$ cat src/rtl/tbu_if.sv
// Bus between the Viterbi path-metric unit and the traceback unit (tbu).
// Handshake: upstream may pulse valid_i only while ready_o is high; bit_valid_o is a one-cycle strobe.
interface tbu_if #(
  parameter int TBL      = 15,
  parameter int PM_WIDTH = 8
);
  localparam int AW = $clog2(TBL);

  logic                valid_i;
  logic [PM_WIDTH-1:0] pm_s0_i;
  logic [PM_WIDTH-1:0] pm_s1_i;
  logic [PM_WIDTH-1:0] pm_s2_i;
  logic [PM_WIDTH-1:0] pm_s3_i;
  logic [3:0]          read_data_i;
  logic [AW-1:0]       read_addr_o;
  logic                ready_o;
  logic                bit_o;
  logic                bit_valid_o;
  logic                overrun_o;

  modport master (
    output valid_i, pm_s0_i, pm_s1_i, pm_s2_i, pm_s3_i, read_data_i,
    input  read_addr_o, ready_o, bit_o, bit_valid_o, overrun_o
  );

  modport slave (
    input  valid_i, pm_s0_i, pm_s1_i, pm_s2_i, pm_s3_i, read_data_i,
    output read_addr_o, ready_o, bit_o, bit_valid_o, overrun_o
  );
endinterface

$ cat src/rtl/tbu.sv
// Traceback unit for the 4-state (K=3) Viterbi decoder: walks decision memory newest to oldest, one bit per traceback.
// Define TBU_FIXED_START_EN to always start from state 0 instead of the minimum path metric.
module tbu #(
  parameter int TBL      = 15,
  parameter int PM_WIDTH = 8
) (
  input  logic       clk,
  input  logic       rst_n,
  tbu_if.slave       bus,
  output logic [1:0] state_o
);
  localparam int AW = $clog2(TBL);
  localparam int FW = $clog2(TBL + 1);
  localparam logic [AW-1:0] ADDR_TOP    = AW'(TBL - 1);
  localparam logic [AW-1:0] ADDR_START  = AW'(TBL - 2);
  localparam logic [FW-1:0] FILL_MAX    = FW'(TBL);
  localparam logic [FW-1:0] FILL_LAUNCH = FW'(TBL - 1);

  typedef enum logic [1:0] {IDLE = 2'd0, START = 2'd1, TRACE = 2'd2} state_t;

  state_t        state_q, state_d;
  logic [FW-1:0] fill_q, fill_d;
  logic [1:0]    cur_q, cur_d;
  logic [AW-1:0] addr_q, addr_d;
  logic          bit_q, bit_d;
  logic          bit_valid_q, bit_valid_d;
  logic          overrun_q, overrun_d;
  logic [1:0]    start_s;

`ifdef TBU_FIXED_START_EN
  assign start_s = 2'd0;
`else
  logic [PM_WIDTH-1:0] best_pm;

  // Strict less-than keeps the lowest index on ties.
  always_comb begin
    start_s = 2'd0;
    best_pm = bus.pm_s0_i;
    if (bus.pm_s1_i < best_pm) begin best_pm = bus.pm_s1_i; start_s = 2'd1; end
    if (bus.pm_s2_i < best_pm) begin best_pm = bus.pm_s2_i; start_s = 2'd2; end
    if (bus.pm_s3_i < best_pm) begin best_pm = bus.pm_s3_i; start_s = 2'd3; end
  end
`endif

  always_comb begin
    state_d     = state_q;
    fill_d      = fill_q;
    cur_d       = cur_q;
    addr_d      = addr_q;
    bit_d       = bit_q;
    bit_valid_d = 1'b0;
    overrun_d   = overrun_q;

    if (bus.valid_i && fill_q != FILL_MAX) fill_d = fill_q + FW'(1);
    if (bus.valid_i && state_q != IDLE)    overrun_d = 1'b1;

    case (state_q)
      IDLE: begin
        if (bus.valid_i && (fill_q == FILL_LAUNCH || fill_q == FILL_MAX)) state_d = START;
      end
      START: begin
        cur_d   = {start_s[0], bus.read_data_i[start_s]};
        addr_d  = ADDR_START;
        state_d = TRACE;
      end
      TRACE: begin
        // Predecessor: shift the older bit up, pull the decision bit in below.
        cur_d = {cur_q[0], bus.read_data_i[cur_q]};
        if (addr_q > AW'(1)) begin
          addr_d = addr_q - AW'(1);
        end else begin
          bit_d       = cur_d[1];
          bit_valid_d = 1'b1;
          state_d     = IDLE;
        end
      end
      default: state_d = IDLE;
    endcase
  end

  always_ff @(posedge clk or negedge rst_n) begin
    if (!rst_n) begin
      state_q     <= IDLE;
      fill_q      <= '0;
      cur_q       <= 2'd0;
      addr_q      <= ADDR_TOP;
      bit_q       <= 1'b0;
      bit_valid_q <= 1'b0;
      overrun_q   <= 1'b0;
    end else begin
      state_q     <= state_d;
      fill_q      <= fill_d;
      cur_q       <= cur_d;
      addr_q      <= addr_d;
      bit_q       <= bit_d;
      bit_valid_q <= bit_valid_d;
      overrun_q   <= overrun_d;
    end
  end

  assign bus.read_addr_o = (state_q == TRACE) ? addr_q : ADDR_TOP;
  assign bus.ready_o     = (state_q == IDLE);
  assign bus.bit_o       = bit_q;
  assign bus.bit_valid_o = bit_valid_q;
  assign bus.overrun_o   = overrun_q;
  assign state_o         = state_q;
endmodule

$ cat src/flat_wrapper.sv
// flat-port wrapper written by rule: the top's interface ports become plain ports
module tbu_flat 
#(
  parameter int TBL      = 15,
  parameter int PM_WIDTH = 8
)
  (clk, rst_n, state_o, bus_valid_i, bus_pm_s0_i, bus_pm_s1_i, bus_pm_s2_i, bus_pm_s3_i, bus_read_data_i, bus_read_addr_o, bus_ready_o, bus_bit_o, bus_bit_valid_o, bus_overrun_o);
  tbu_if #(.TBL(TBL), .PM_WIDTH(PM_WIDTH)) bus_i ();
  input  logic clk;
  input  logic rst_n;
  output logic [1:0] state_o;
  input wire logic [$bits(bus_i.valid_i)-1:0] bus_valid_i;
  input wire logic [$bits(bus_i.pm_s0_i)-1:0] bus_pm_s0_i;
  input wire logic [$bits(bus_i.pm_s1_i)-1:0] bus_pm_s1_i;
  input wire logic [$bits(bus_i.pm_s2_i)-1:0] bus_pm_s2_i;
  input wire logic [$bits(bus_i.pm_s3_i)-1:0] bus_pm_s3_i;
  input wire logic [$bits(bus_i.read_data_i)-1:0] bus_read_data_i;
  output wire logic [$bits(bus_i.read_addr_o)-1:0] bus_read_addr_o;
  output wire logic [$bits(bus_i.ready_o)-1:0] bus_ready_o;
  output wire logic [$bits(bus_i.bit_o)-1:0] bus_bit_o;
  output wire logic [$bits(bus_i.bit_valid_o)-1:0] bus_bit_valid_o;
  output wire logic [$bits(bus_i.overrun_o)-1:0] bus_overrun_o;
  assign bus_i.valid_i = bus_valid_i;
  assign bus_i.pm_s0_i = bus_pm_s0_i;
  assign bus_i.pm_s1_i = bus_pm_s1_i;
  assign bus_i.pm_s2_i = bus_pm_s2_i;
  assign bus_i.pm_s3_i = bus_pm_s3_i;
  assign bus_i.read_data_i = bus_read_data_i;
  assign bus_read_addr_o = bus_i.read_addr_o;
  assign bus_ready_o = bus_i.ready_o;
  assign bus_bit_o = bus_i.bit_o;
  assign bus_bit_valid_o = bus_i.bit_valid_o;
  assign bus_overrun_o = bus_i.overrun_o;
  tbu #(.TBL(TBL), .PM_WIDTH(PM_WIDTH)) u_core (.clk(clk), .rst_n(rst_n), .bus(bus_i), .state_o(state_o));
endmodule
$ cat config.mk
export PLATFORM = sky130hd
export DESIGN_NAME = tbu_flat
export DESIGN_NICKNAME = d
export VERILOG_FILES = /design/src/rtl/tbu_if.sv /design/src/rtl/tbu.sv /design/src/flat_wrapper.sv
export SDC_FILE = /design/constraint.sdc
export NUM_CORES = 1
export LEC_CHECK = 0
export ABC_AREA = 1
export CORE_MARGIN = 2
export CORE_UTILIZATION = 36
export CTS_BUF_LIST = sky130_fd_sc_hd__clkbuf_4 sky130_fd_sc_hd__clkbuf_8
export DETAILED_ROUTE_END_ITERATION = 10
export MAX_ROUTING_LAYER = met4
export PLACE_DENSITY_LB_ADDON = 0.1
export SYNTH_ARGS = -nofsm -noshare
export SYNTH_HDL_FRONTEND = slang
export SYNTH_SLANG_ARGS = --single-unit
$ cat constraint.sdc
create_clock -name clk -period 2 [get_ports clk]
set_input_delay 0.2 -clock clk [delete_from_list [all_inputs] [get_ports clk]]
set_output_delay 0.2 -clock clk [all_outputs]
set_load 0.01 [all_outputs]
==> flow_summary_export.csv, run 1 <==
group,metric,value,unit
cts,clockRootBuffer,"clkbuf_8",
timing,fin_crit_sh,1.60,
synth,syn_avg_cell_area,6.98,um^2
grt,grt_use_total,0.183,
cts,cts-htree-levels,1,
synth,ys_async_sr_fraction,1.00,
critical_path,path_delay_family,"simple AND/OR/NAND/NOR gates",
timing,min_period,3.20,ns
floorplan,initial_core_util,0.369,
critical_path,startpoint_type,"input pin",
synth,yosys.cell_count.top_type,"nand2_1",
floorplan,die_h,70.4,um
grt,grt_pass1_vias,1665,
grt,gr-total-overflow,0,
timing,max-slew-margin-rel,0.532,
cts,cts_buffer_depth,2,
synth,ys_top_cells_by_count,"nand2_1, inv_1, ha_1, o21ai_0, nor2_1",
placed_design,place_congestion,0.785,
placed_design,dp_slack,-1.94,ns
synth,syn_inst,227,
critical_path,r2r_slack,0.20,ns
placed_design,dpl_cell_area,2370,um^2
cts,insertion_delay,0.25,ns
detailed_routing,post_drt_wl_per_cell,11.2,um
critical_path,cp.arrival,3.34,ns
floorplan,die-area,4950,um^2
placed_design,dp.cells,349,
critical_path,crit_path_top_delay_cell,"ha_1",
critical_path,crit_top_cell,"nand2_2",
floorplan,dieWidth,70.4,um
detailed_routing,remaining_drc_errors,0,
grt,antenna_found_initial,0,
timing,drv_slew,0,
detailed_routing,final_antenna_net_count,0,
detailed_routing,drt_iter0_markers,57,
synth,syn_nets,294,
grt,grt_pass1_wl,7.20,mm
detailed_routing,vias,1772,
timing,worst_pin_slew,0.700,ns
synth,synth_top_cell_area_share,0.221,
synth,synth_area_leaders,"ha_1, dfrtp_1, nand2_1",
timing,fmax,0.313,GHz
cts,cts_tree,"done",
worst_hold_path,hold_path.class,"input pin to asynchronous set/reset pin",
detailed_routing,vias_per_cell,4.57,
flow_run,drv_cap,0,
timing,final_hold_viol_count,0,
timing,fin_skew,0.00148,ns
synth,synth_seq_cells,15,
power,ir_drop,0.461,mV
floorplan,rows,24,
floorplan,boundaryPins,49,
cts,cts_inserted_buffers,3,
critical_path,critical-path-max-stage-delay,0.30,ns
cells_and_area,stdcell_area,2780,um^2
synth,synth_flop_cell,"dfrtp_1",
cells_and_area,n_antenna_cell,0,
placed_design,numPortBuffers,48,
cells_and_area,final_cells,388,
synth,ys_types,25,
detailed_routing,drt-total-wl,4.33,mm
timing,rsz0062_at_grt,"yes",
detailed_routing,drtPass1Iterations,4,
cells_and_area,drive_gt1_frac,0.405,
critical_path,critPathKind,"input pin to register",
critical_path,path_max_fanout,8,
cts,clkTransAtPathRegs,0.06,ns
grt,grt_max_degree,16,
synth,syn_area,1590,um^2
timing,setup_slack,-1.20,ns
cells_and_area,syn_to_final_growth,75.3,%
critical_path,crit_buf_inv,3,
critical_path,critPathRequiredTime,2.15,ns
cts,cts.sinks,15,
synth,yosysSeqAreaShare,0.239,
cells_and_area,nNetsFinal,404,
critical_path,endpoint_kind,"register",
power,power.density,785,nW/um^2
timing,finalSetupViolCount,2,
placed_design,place_hpwl,3.08,mm
status,status,"finished, violations left",
power,leakage,1.40,nW
synth,synth-edff-count,0,
synth,yosysTopAreaCell,"ha_1",
floorplan,core-area,4290,um^2
synth,yosys_warnings,0,
status,violations,"negative setup slack",
path summary, 6_finish.rpt:
| check | startpoint | end | cells past startpoint |
|---|---|---|---|
| setup / recovery | bus_pm_s0_i[4] | u_core.cur_q[0] | 28 |
| setup reg to reg | u_core.addr_q[1] | u_core.state_o[0] | 8 |
| hold / removal | rst_n | u_core.addr_q[0] | 1 |
| min in group clk | u_core.bus.overrun_o | u_core.bus.overrun_o | 1 |
| hold reg to reg | u_core.bus.overrun_o | u_core.bus.overrun_o | 1 |
| max in group asynchronous | rst_n | u_core.state_o[0] | 1 |
power by group:
part           leakage [nW]  internal (mW)  total, mW  switching [mW]
Combinational          1.20          0.667       1.35           0.683
Sequential            0.173          0.453      0.566           0.113
Clock                0.0262          0.155      0.266           0.111
kinds of logic after synthesis:
family                   share of synthesized area
XOR/XNOR                                    0.0221
buffers and inverters                       0.0947
flip-flops                                   0.239
AND/OR/NAND/NOR                              0.273
AO/OA/AOI/OAI                                0.150
adder cells (fa/ha/maj)                      0.221
final cells by class:
type                       count  area (um^2)
fill                         389         1520
sequential                    15          379
clock buffer                   4         48.8
multi-input combinational    173         1250
inverter                      37          154
timing repair buffer         107          883
tap                           52         65.1
per-stage QoR:
| stage | hold WS, ns | setup TNS, ns | total power, mW | utilization |
|---|---|---|---|---|
| 3_5_place_dp | 0.481 | -3.82 | 1.75 | 0.552 |
| 6_report | 0.369 | -2.33 | 2.18 | 0.647 |
| 5_1_grt | 0.433 | -2.81 | 2.41 | 0.647 |
| 4_1_cts | 0.395 | -2.25 | 2.11 | 0.629 |
| 2_1_floorplan | -0.0956 | -2.56 | 1.31 | - |
| 3_3_place_gp | 0.461 | -3.73 | 1.73 | 0.552 |
placed cells by master (no fill, tap or decap), drive strengths merged, types with 2 or more instances in the layout:
| cell | Yosys | layout |
|---|---|---|
| buf | 0 | 72 |
| nand2 | 71 | 72 |
| inv | 37 | 36 |
| clkdlybuf4s50 | 0 | 31 |
| ha | 28 | 28 |
| o21ai | 24 | 24 |
| nor2 | 13 | 13 |
| dfrtp | 12 | 12 |
| nand3 | 12 | 12 |
| a21oi | 11 | 11 |
| clkbuf | 3 | 4 |
| dfstp | 3 | 3 |
| xor2 | 2 | 2 |
| xnor2 | 2 | 2 |
| dlygate4sd2 | 0 | 2 |
| a211oi | 2 | 2 |
timing repair:
action                     4_1_cts  5_1_grt
pin swaps                       15        6
hold buffers                     0        0
cloned                           1        0
buffers inserted                31        3
gates resized for setup         80       25
setup endpoints to repair        2        4
sequential cells by signal (all words and copies together) (netlist names):
name	cells
u_core.addr_q	4
u_core.fill_q	4
u_core.cur_q	2
u_core.state_o	2
u_core.bus.bit_o	1
u_core.bus.bit_valid_o	1
u_core.bus.overrun_o	1
routing by layer:
metal / vias up / share of wire / global-route usage
met5: - / 0 / -
met4: 0 / 0.0076 / 0.0321
met3: 5 / 0.050 / 0.0361
met2: 37 / 0.44 / 0.276
met1: 781 / 0.51 / 0.256
li1: 949 / - / -
(Power assumes the default switching activity.)
==> run 2: changes to the inputs <==
Settings changed: CAP_MARGIN from default to 20, PLACE_DENSITY from default to 0.67, PLACE_DENSITY_LB_ADDON 0.1 to default.
==> flow_summary_export.csv, run 2 (same netlist as run 1, synthesis figures left out) <==
group,metric,value,unit
cts,clockRootBuffer,"clkbuf_8",
placed_design,place_hpwl,3.23,mm
cells_and_area,fill_cells,349,
power,power.internal,1.35,mW
power,seq_power_share,0.248,
detailed_routing,vias_per_cell,4.92,
grt,gr-total-overflow,0,
timing,fmax,0.305,GHz
cts,cts_tree,"done",
cells_and_area,reg.largest.list,"u_core.addr_q: 4 flops, u_core.fill_q: 4 flops",
detailed_routing,remaining_drc_errors,0,
power,power.switching,0.976,mW
cells_and_area,layout_commonest_cell,"buf_4",
placed_design,dp_slack,-2.03,ns
critical_path,crit_top_cell,"nand2_4",
cells_and_area,stdcell_area,2910,um^2
cts,cts_inserted_buffers,3,
floorplan,rows,24,
floorplan,boundaryPins,49,
cts,insertion_delay,0.25,ns
floorplan,die-area,4950,um^2
timing,timing.hold.ws,0.373,ns
critical_path,critPathKind,"input pin to register",
timing,finalSetupViolCount,2,
grt,antenna_found_initial,0,
timing,max-slew-margin-rel,0.535,
detailed_routing,final_antenna_net_count,0,
timing,fin_skew,0.00382,ns
power,power.density,799,nW/um^2
placed_design,place_congestion,0.761,
cts,cts_hold_buf,0,
power,sw_frac_of_total,0.419,
floorplan,initial_core_util,0.369,
worst_hold_path,hold_path.class,"input pin to asynchronous set/reset pin",
power,leakage,1.45,nW
timing,final_hold_viol_count,0,
grt,grt_max_degree,16,
critical_path,critical-path-max-stage-delay,0.25,ns
placed_design,numPortBuffers,48,
flow_run,drv_cap,0,
power,comb_power_share,0.641,
floorplan,core-area,4290,um^2
timing,worst_pin_slew,0.696,ns
timing,rsz0062_at_grt,"yes",
grt,grt_pass1_vias,1883,
cts,cts.sinks,15,
critical_path,crit_path_top_delay_cell,"ha_4",
cells_and_area,drive_gt1_frac,0.441,
power,ir_drop,0.346,mV
critical_path,path_delay_family,"compound AO/OA/AOI/OAI gates",
floorplan,die_h,70.4,um
cells_and_area,nNetsFinal,406,
cts,cts-htree-levels,1,
status,status,"finished, violations left",
floorplan,dieWidth,70.4,um
grt,grt_pass1_wl,8.11,mm
cts,clkTransAtPathRegs,0.06,ns
cells_and_area,layout_common_cells,"buf_4, nand2_1, clkdlybuf4s50_1, inv_1, ha_1",
grt,grt_use_total,0.203,
timing,drv_slew,0,
critical_path,path_max_fanout,7,
detailed_routing,drt_iter0_markers,82,
placed_design,dpl_cell_area,2390,um^2
timing,tns,-2.57,ns
critical_path,endpoint_kind,"register",
cts,cts_buffer_depth,2,
status,violations,"negative setup slack",
cells_and_area,n_antenna_cell,0,
power,clockPowerShare,0.111,
timing,fin_crit_sh,1.64,
critical_path,cp.arrival,3.45,ns
critical_path,crit_buf_inv,5,
cells_and_area,syn_to_final_growth,83.7,%
critical_path,startpoint_type,"input pin",
critical_path,critPathRequiredTime,2.16,ns
detailed_routing,drtPass1Iterations,4,
detailed_routing,post_drt_wl_per_cell,13.0,um
detailed_routing,vias,1917,
detailed_routing,drt-total-wl,5.07,mm
timing,min_period,3.28,ns
timing,setup_slack,-1.28,ns
[run 2: cell types whose count changed in the layout (fill, tap and decap cells not counted), moves of 2 or more]
cell,before,now
a21oi_1,8,6
buf_8,1,3
ha_1,19,15
ha_4,8,11
nand2_1,54,50
nand2_4,3,8
nor2_1,10,12
nor2_2,3,0
o21ai_0,13,11
o21ai_4,0,3
[run 2: power groups by stage]
stage	sequential (mW)	clock (mW)	combinational (mW)
finish	0.577	0.258	1.49
floorplan	0.562	0	0.751
global route	0.595	0.277	1.69
CTS	0.573	0.263	1.32
detailed placement	0.578	0	1.19
global placement	0.569	0	1.17
[run 2: layout make-up]
type	count	area [um^2]	share of cell area
repair buffers	109	908	0.312
multi-input cells	173	1360	0.468
flip-flops and latches	15	379	0.130
clock buffers	4	48.8	0.0168
inverters	37	149	0.0511
well taps	52	65.1	0.0223
[run 2: final timing paths]
kind | start | to | slack [ns] | depth (start not counted)
setup / recovery | bus_pm_s1_i[7] | u_core.cur_q[1] | -1.28 | 26
hold / removal | rst_n | u_core.addr_q[0] | 0.37 | 1
setup reg to reg | u_core.addr_q[1] | u_core.state_o[1] | 0.26 | 8
hold reg to reg | u_core.bus.overrun_o | u_core.bus.overrun_o | 0.47 | 1
max in group asynchronous | rst_n | u_core.state_o[1] | 1.18 | 1
min in group clk | u_core.bus.overrun_o | u_core.bus.overrun_o | 0.47 | 1
[run 2: metrics by stage]
stage	cells	power [mW]	util
2_1_floorplan	227	1.31	-
3_3_place_gp	352	1.73	0.558
3_5_place_dp	352	1.77	0.558
4_1_cts	383	2.16	0.638
5_1_grt	390	2.56	0.678
6_report	390	2.33	0.678
[run 2: what timing repair did]
| action | in CTS | in global routing |
|---|---|---|
| pin swaps | 36 | 36 |
| resized for setup | 91 | 42 |
| setup buffers | 26 | 7 |
| endpoints found under the setup margin | 3 | 5 |
| cloned | 1 | 0 |
[run 2: metal layers]
metal	up-vias	global-route usage	wire length, um
met5	-	-	0
met1	899	0.252	2130
met3	10	0.0332	200
li1	951	-	-
met4	0	0.0342	85
met2	57	0.350	2660
==> run 3: changes to the inputs <==
Settings changed: CORE_ASPECT_RATIO from default to 1.5, CORE_MARGIN 2 to 5.
==> flow_summary_export.csv, run 3 (same netlist as run 1, synthesis figures left out) <==
group,metric,value,unit
detailed_routing,drt_iter0_markers,107,
critical_path,startpoint_type,"input pin",
timing,drv_slew,0,
cells_and_area,reg.largest.list,"u_core.addr_q: 4 flops, u_core.fill_q: 4 flops",
grt,gr-total-overflow,0,
cts,clkTransAtPathRegs,0.06,ns
floorplan,die_h,91.3,um
timing,min_period,3.17,ns
critical_path,crit_path_top_delay_cell,"ha_1",
cells_and_area,nNetsFinal,382,
cts,cts_buffer_depth,2,
floorplan,initial_core_util,0.373,
cts,cts_tree,"done",
cells_and_area,layout_commonest_cell,"nand2_1",
critical_path,critical-path-max-stage-delay,0.33,ns
detailed_routing,drt-total-wl,4.30,mm
timing,fin_skew,0.00323,ns
placed_design,place_congestion,0.806,
cts,cts.sinks,15,
timing,final_hold_viol_count,0,
cells_and_area,n_antenna_cell,0,
cells_and_area,fill_cells,367,
timing,setup_slack,-1.17,ns
timing,fmax,0.316,GHz
status,violations,"negative setup slack",
power,ir_drop,1.06,mV
placed_design,place_hpwl,3.26,mm
timing,rsz0062_at_grt,"yes",
critical_path,critPathKind,"input pin to register",
grt,grt_pass1_vias,1762,
cts,clockRootBuffer,"clkbuf_8",
grt,antenna_found_initial,0,
power,power.density,793,nW/um^2
floorplan,rows,29,
power,leakage,1.33,nW
placed_design,numPortBuffers,48,
grt,grt_max_degree,16,
cells_and_area,drive_gt1_frac,0.389,
timing,finalSetupViolCount,2,
critical_path,crit_top_cell,"nand2_1",
cells_and_area,layout_common_cells,"nand2_1, buf_4, clkdlybuf4s50_1, inv_1, nand2_2",
critical_path,cp.arrival,3.30,ns
placed_design,dp_slack,-1.93,ns
cts,insertion_delay,0.24,ns
detailed_routing,drtPass1Iterations,4,
timing,timing.hold.ws,0.377,ns
detailed_routing,remaining_drc_errors,0,
floorplan,dieWidth,64.2,um
worst_hold_path,hold_path.class,"input pin to asynchronous set/reset pin",
floorplan,die-area,5860,um^2
cells_and_area,syn_to_final_growth,70.2,%
cts,cts_inserted_buffers,3,
cts,cts-htree-levels,1,
detailed_routing,vias_per_cell,4.86,
detailed_routing,post_drt_wl_per_cell,11.9,um
floorplan,boundaryPins,49,
timing,worst_pin_slew,0.690,ns
critical_path,critPathRequiredTime,2.14,ns
power,total_power,2.14,mW
flow_run,drv_cap,0,
critical_path,endpoint_kind,"register",
floorplan,core-area,4250,um^2
status,status,"finished, violations left",
critical_path,path_max_fanout,8,
grt,grt_use_total,0.152,
timing,fin_crit_sh,1.58,
detailed_routing,final_antenna_net_count,0,
timing,max-slew-margin-rel,0.539,
detailed_routing,vias,1748,
grt,grt_pass1_wl,7.22,mm
[run 3: where the power goes]
group | leakage (nW) | switching (mW) | internal, mW
clock network | 0.0262 | 0.0969 | 0.154
registers | 0.173 | 0.120 | 0.453
logic | 1.13 | 0.675 | 0.640
total | 1.33 | 0.893 | 1.25
[run 3: metrics by stage]
step,instance area (um^2),TNS (ns),instances,utilization
after global placement,2360,-3.57,343,0.557
final,2700,-2.22,360,0.636
after detailed placement,2360,-3.76,343,0.557
after floorplan,1670,-2.56,227,-
after global routing,2700,-2.72,360,0.636
after CTS,2590,-2.23,359,0.609
[run 3: worst max-delay path: cells and delay by family]
family / cells / cell delay (ns)
and+or+nand+nor: 15 / 1.17
adders and majority gates: 3 / 0.80
AOI/OAI and AO/OA: 6 / 0.99
buffers and inverters: 2 / 0.14
[run 3: path summary, 6_finish.rpt]
check / start / endpoint / slack [ns] / depth (start not counted)
min in group clk: u_core.bus.overrun_o / u_core.bus.overrun_o / 0.48 / 1
hold / removal: rst_n / u_core.addr_q[0] / 0.38 / 1
setup / recovery: bus_pm_s1_i[7] / u_core.cur_q[0] / -1.17 / 26
setup reg to reg: u_core.addr_q[1] / u_core.state_o[1] / 0.24 / 8
hold reg to reg: u_core.bus.overrun_o / u_core.bus.overrun_o / 0.48 / 1
max in group asynchronous: rst_n / u_core.fill_q[1] / 1.18 / 1
[run 3: metal layers]
| metal | wire [um] | share of wire | up-vias | track usage |
|---|---|---|---|---|
| met2 | 2440 | 0.57 | 43 | 0.299 |
| met1 | 1610 | 0.37 | 793 | 0.160 |
| met4 | 48 | 0.011 | 0 | 0.0289 |
| li1 | - | - | 908 | - |
| met5 | 0 | 0 | - | - |
| met3 | 198 | 0.046 | 4 | 0.0148 |
[run 3: timing repair]
item                                    in CTS  in global routing
endpoints found under the setup margin       2                  6
cloned                                       2                  0
pin swaps                                   15                 13
hold buffers                                 0                  0
buffers inserted                            10                  1
gates resized for setup                     80                 43
[run 3: area by class of cell]
cell class	instances	area (um^2)	area share
clock buffer	4	48.8	0.0181
tap	46	57.6	0.0213
multi-input combinational	174	1350	0.500
inverter	37	151	0.0561
timing repair buffer	84	713	0.264
sequential	15	379	0.140
==> RTL edit (settings of run 1) <==
`TBL` is set to 15 in 3 places; all go to 14.
--- a/src/rtl/tbu_if.sv
+++ b/src/rtl/tbu_if.sv
@@ -1,7 +1,7 @@
 // Bus between the Viterbi path-metric unit and the traceback unit (tbu).
 // Handshake: upstream may pulse valid_i only while ready_o is high; bit_valid_o is a one-cycle strobe.
 interface tbu_if #(
-  parameter int TBL      = 15,
+  parameter int TBL      = 14,
   parameter int PM_WIDTH = 8
 );
   localparam int AW = $clog2(TBL);
--- a/src/rtl/tbu.sv
+++ b/src/rtl/tbu.sv
@@ -1,7 +1,7 @@
 // Traceback unit for the 4-state (K=3) Viterbi decoder: walks decision memory newest to oldest, one bit per traceback.
 // Define TBU_FIXED_START_EN to always start from state 0 instead of the minimum path metric.
 module tbu #(
-  parameter int TBL      = 15,
+  parameter int TBL      = 14,
   parameter int PM_WIDTH = 8
 ) (
   input  logic       clk,
--- a/src/flat_wrapper.sv
+++ b/src/flat_wrapper.sv
@@ -1,7 +1,7 @@
 // flat-port wrapper written by rule: the top's interface ports become plain ports
 module tbu_flat 
 #(
-  parameter int TBL      = 15,
+  parameter int TBL      = 14,
   parameter int PM_WIDTH = 8
 )
   (clk, rst_n, state_o, bus_valid_i, bus_pm_s0_i, bus_pm_s1_i, bus_pm_s2_i, bus_pm_s3_i, bus_read_data_i, bus_read_addr_o, bus_ready_o, bus_bit_o, bus_bit_valid_o, bus_overrun_o);
Function: changed (a bounded check fails within 4 cycles, from zero or initial values and one cycle with rst_n low).
==> RTL edit against run 1 <==
The flow still finishes with violations (negative setup slack); sequential power rose by 2%; fmax rose by 1.9%; design area up 6.3%; area after synthesis is 0.95% higher; routed wire length grew 4.4%; clock skew rose by 1.2 ps; sequential cell count is the same; clock power down 2%; cell count is 0.52% higher; setup slack better by 61 ps; sequential share of layout area is 0.81 points lower; total power increased by 5.0%; critical endpoint unchanged.
==> RTL edit: results (changes against run 1) <==
stage;metric;value;unit;change
setup_path;Slowest Stage Delay on Critical Path;240;ps;-60 ps
finish;Finished Layout Cells;390;;+0.52%
setup_path;slowest CP cell;ha_4;;
status;failing checks;negative setup slack;;
synthesis;Synth Net Count;296;;+0.68%
timing;sum of negative setup slack;-2220;ps;+110 ps
timing;worst slew pin tran;295;ps;-405 ps
timing;setup ws final;-1140;ps;+61.1 ps
placed_design;hpwl dp;3240;µm;+5.1%
pwr;Sw Ratio;42.1;%;+0.56 points
grt;met2 Use GR;30.8;%;+3.2 points
synthesis;Synth Area in Compound Gates;14.9;%;-0.14 points
clock_tree;clk_lat worst skew;250;ps;about the same
grt;All-Layer GR Usage;19.0;%;+0.71 points
grt;met1 usage;24.2;%;-1.4 points
synthesis;syn avg cell area;7.02;µm²;+0.50%
setup_path;Worst EP arrival;3280;ps;-60 ps
routing;WL final;4520;µm;+4.4%
pwr;Clk. pwr;261;µW;-2%
finish;layout cell share with drive strength beyond 1;44.1;%;+3.6 points
grt;M3 GR Usage;3.56;%;-0.046 points
routing;via count;1811;;+2.2%
pwr;Reg power frac;25.2;%;-0.8 points
pwr;peak supply drop;0.531;mV;+15%
placed_design;placed cells;362;;+3.7%
setup_path;Crit. Startpoint;bus_pm_s1_i[5];;
synthesis;Seq/Total Area, Yosys;23.7;%;-0.22 points
setup_path;Worst path top cell family by delay;compound AO/OA/AOI/OAI gates;;
timing;Max Clock Skew;2.72;ps;+1.24 ps
setup_path;R2R Setup Slk;260;ps;+60 ps
timing;final setup fails;2;;unchanged
grt;global-route wire length before repair;7500;µm;+4.2%
pwr;Power Density;776;nW/µm²;-1.2%
placed_design;pre-CTS setup slack;-1940;ps;+0.870 ps
synthesis;top cells by count, synth;nand2_1, inv_1, ha_1;;
synthesis;adder-cell share of the synthesized area;22.7;%;+0.57 points
routing;number of DRC markers in iteration 0;60;;+5.3%
status;status;finished, violations left;;
placed_design;routability cong.;0.797;;+1.5%
setup_path;RR Startpoint;u_core.addr_q[0];;
finish;ANT cells;0;;unchanged
setup_path;RR Endpoint;u_core.state_o[1];;
placed_design;placed cell area;2480;µm²;+4.4%
synthesis;Async SR Flop Fraction;100;%;unchanged
-- RTL edit: cell count changes in the layout (fill, tap and decap cells not counted), sizes merged, moves of 2 or more --
cell           change
xor2               +2
xnor2              -2
clkdlybuf4s15      +2
inv                +2
nand2              -2
-- RTL edit: cell type report --
| class | count | area, µm² |
|---|---|---|
| Timing Repair Buffer | 108 | 907 |
| Sequential cell | 15 | 379 |
| Inverter | 38 | 153 |
| Tap cell | 52 | 65.1 |
| Fill cell | 369 | 1370 |
| Multi-Input combinational cell | 173 | 1400 |
| Clock buffer | 4 | 48.8 |
-- RTL edit: per-layer routing --
metal  vias up  wire length [µm]  share of wire [%]
li1        957                 -                  -
met1       808              2110                 47
met2        38              2160                 48
met3         8               174                3.9
met4         0                73                1.6
met5         -                 0                  0
-- RTL edit: timing repair --
action,CTS,global route
endpoints found under the setup margin,2,6
hold buffers,0,0
pin swaps,20,21
resized for setup,103,30
cloned,1,0
buffers inserted,22,1
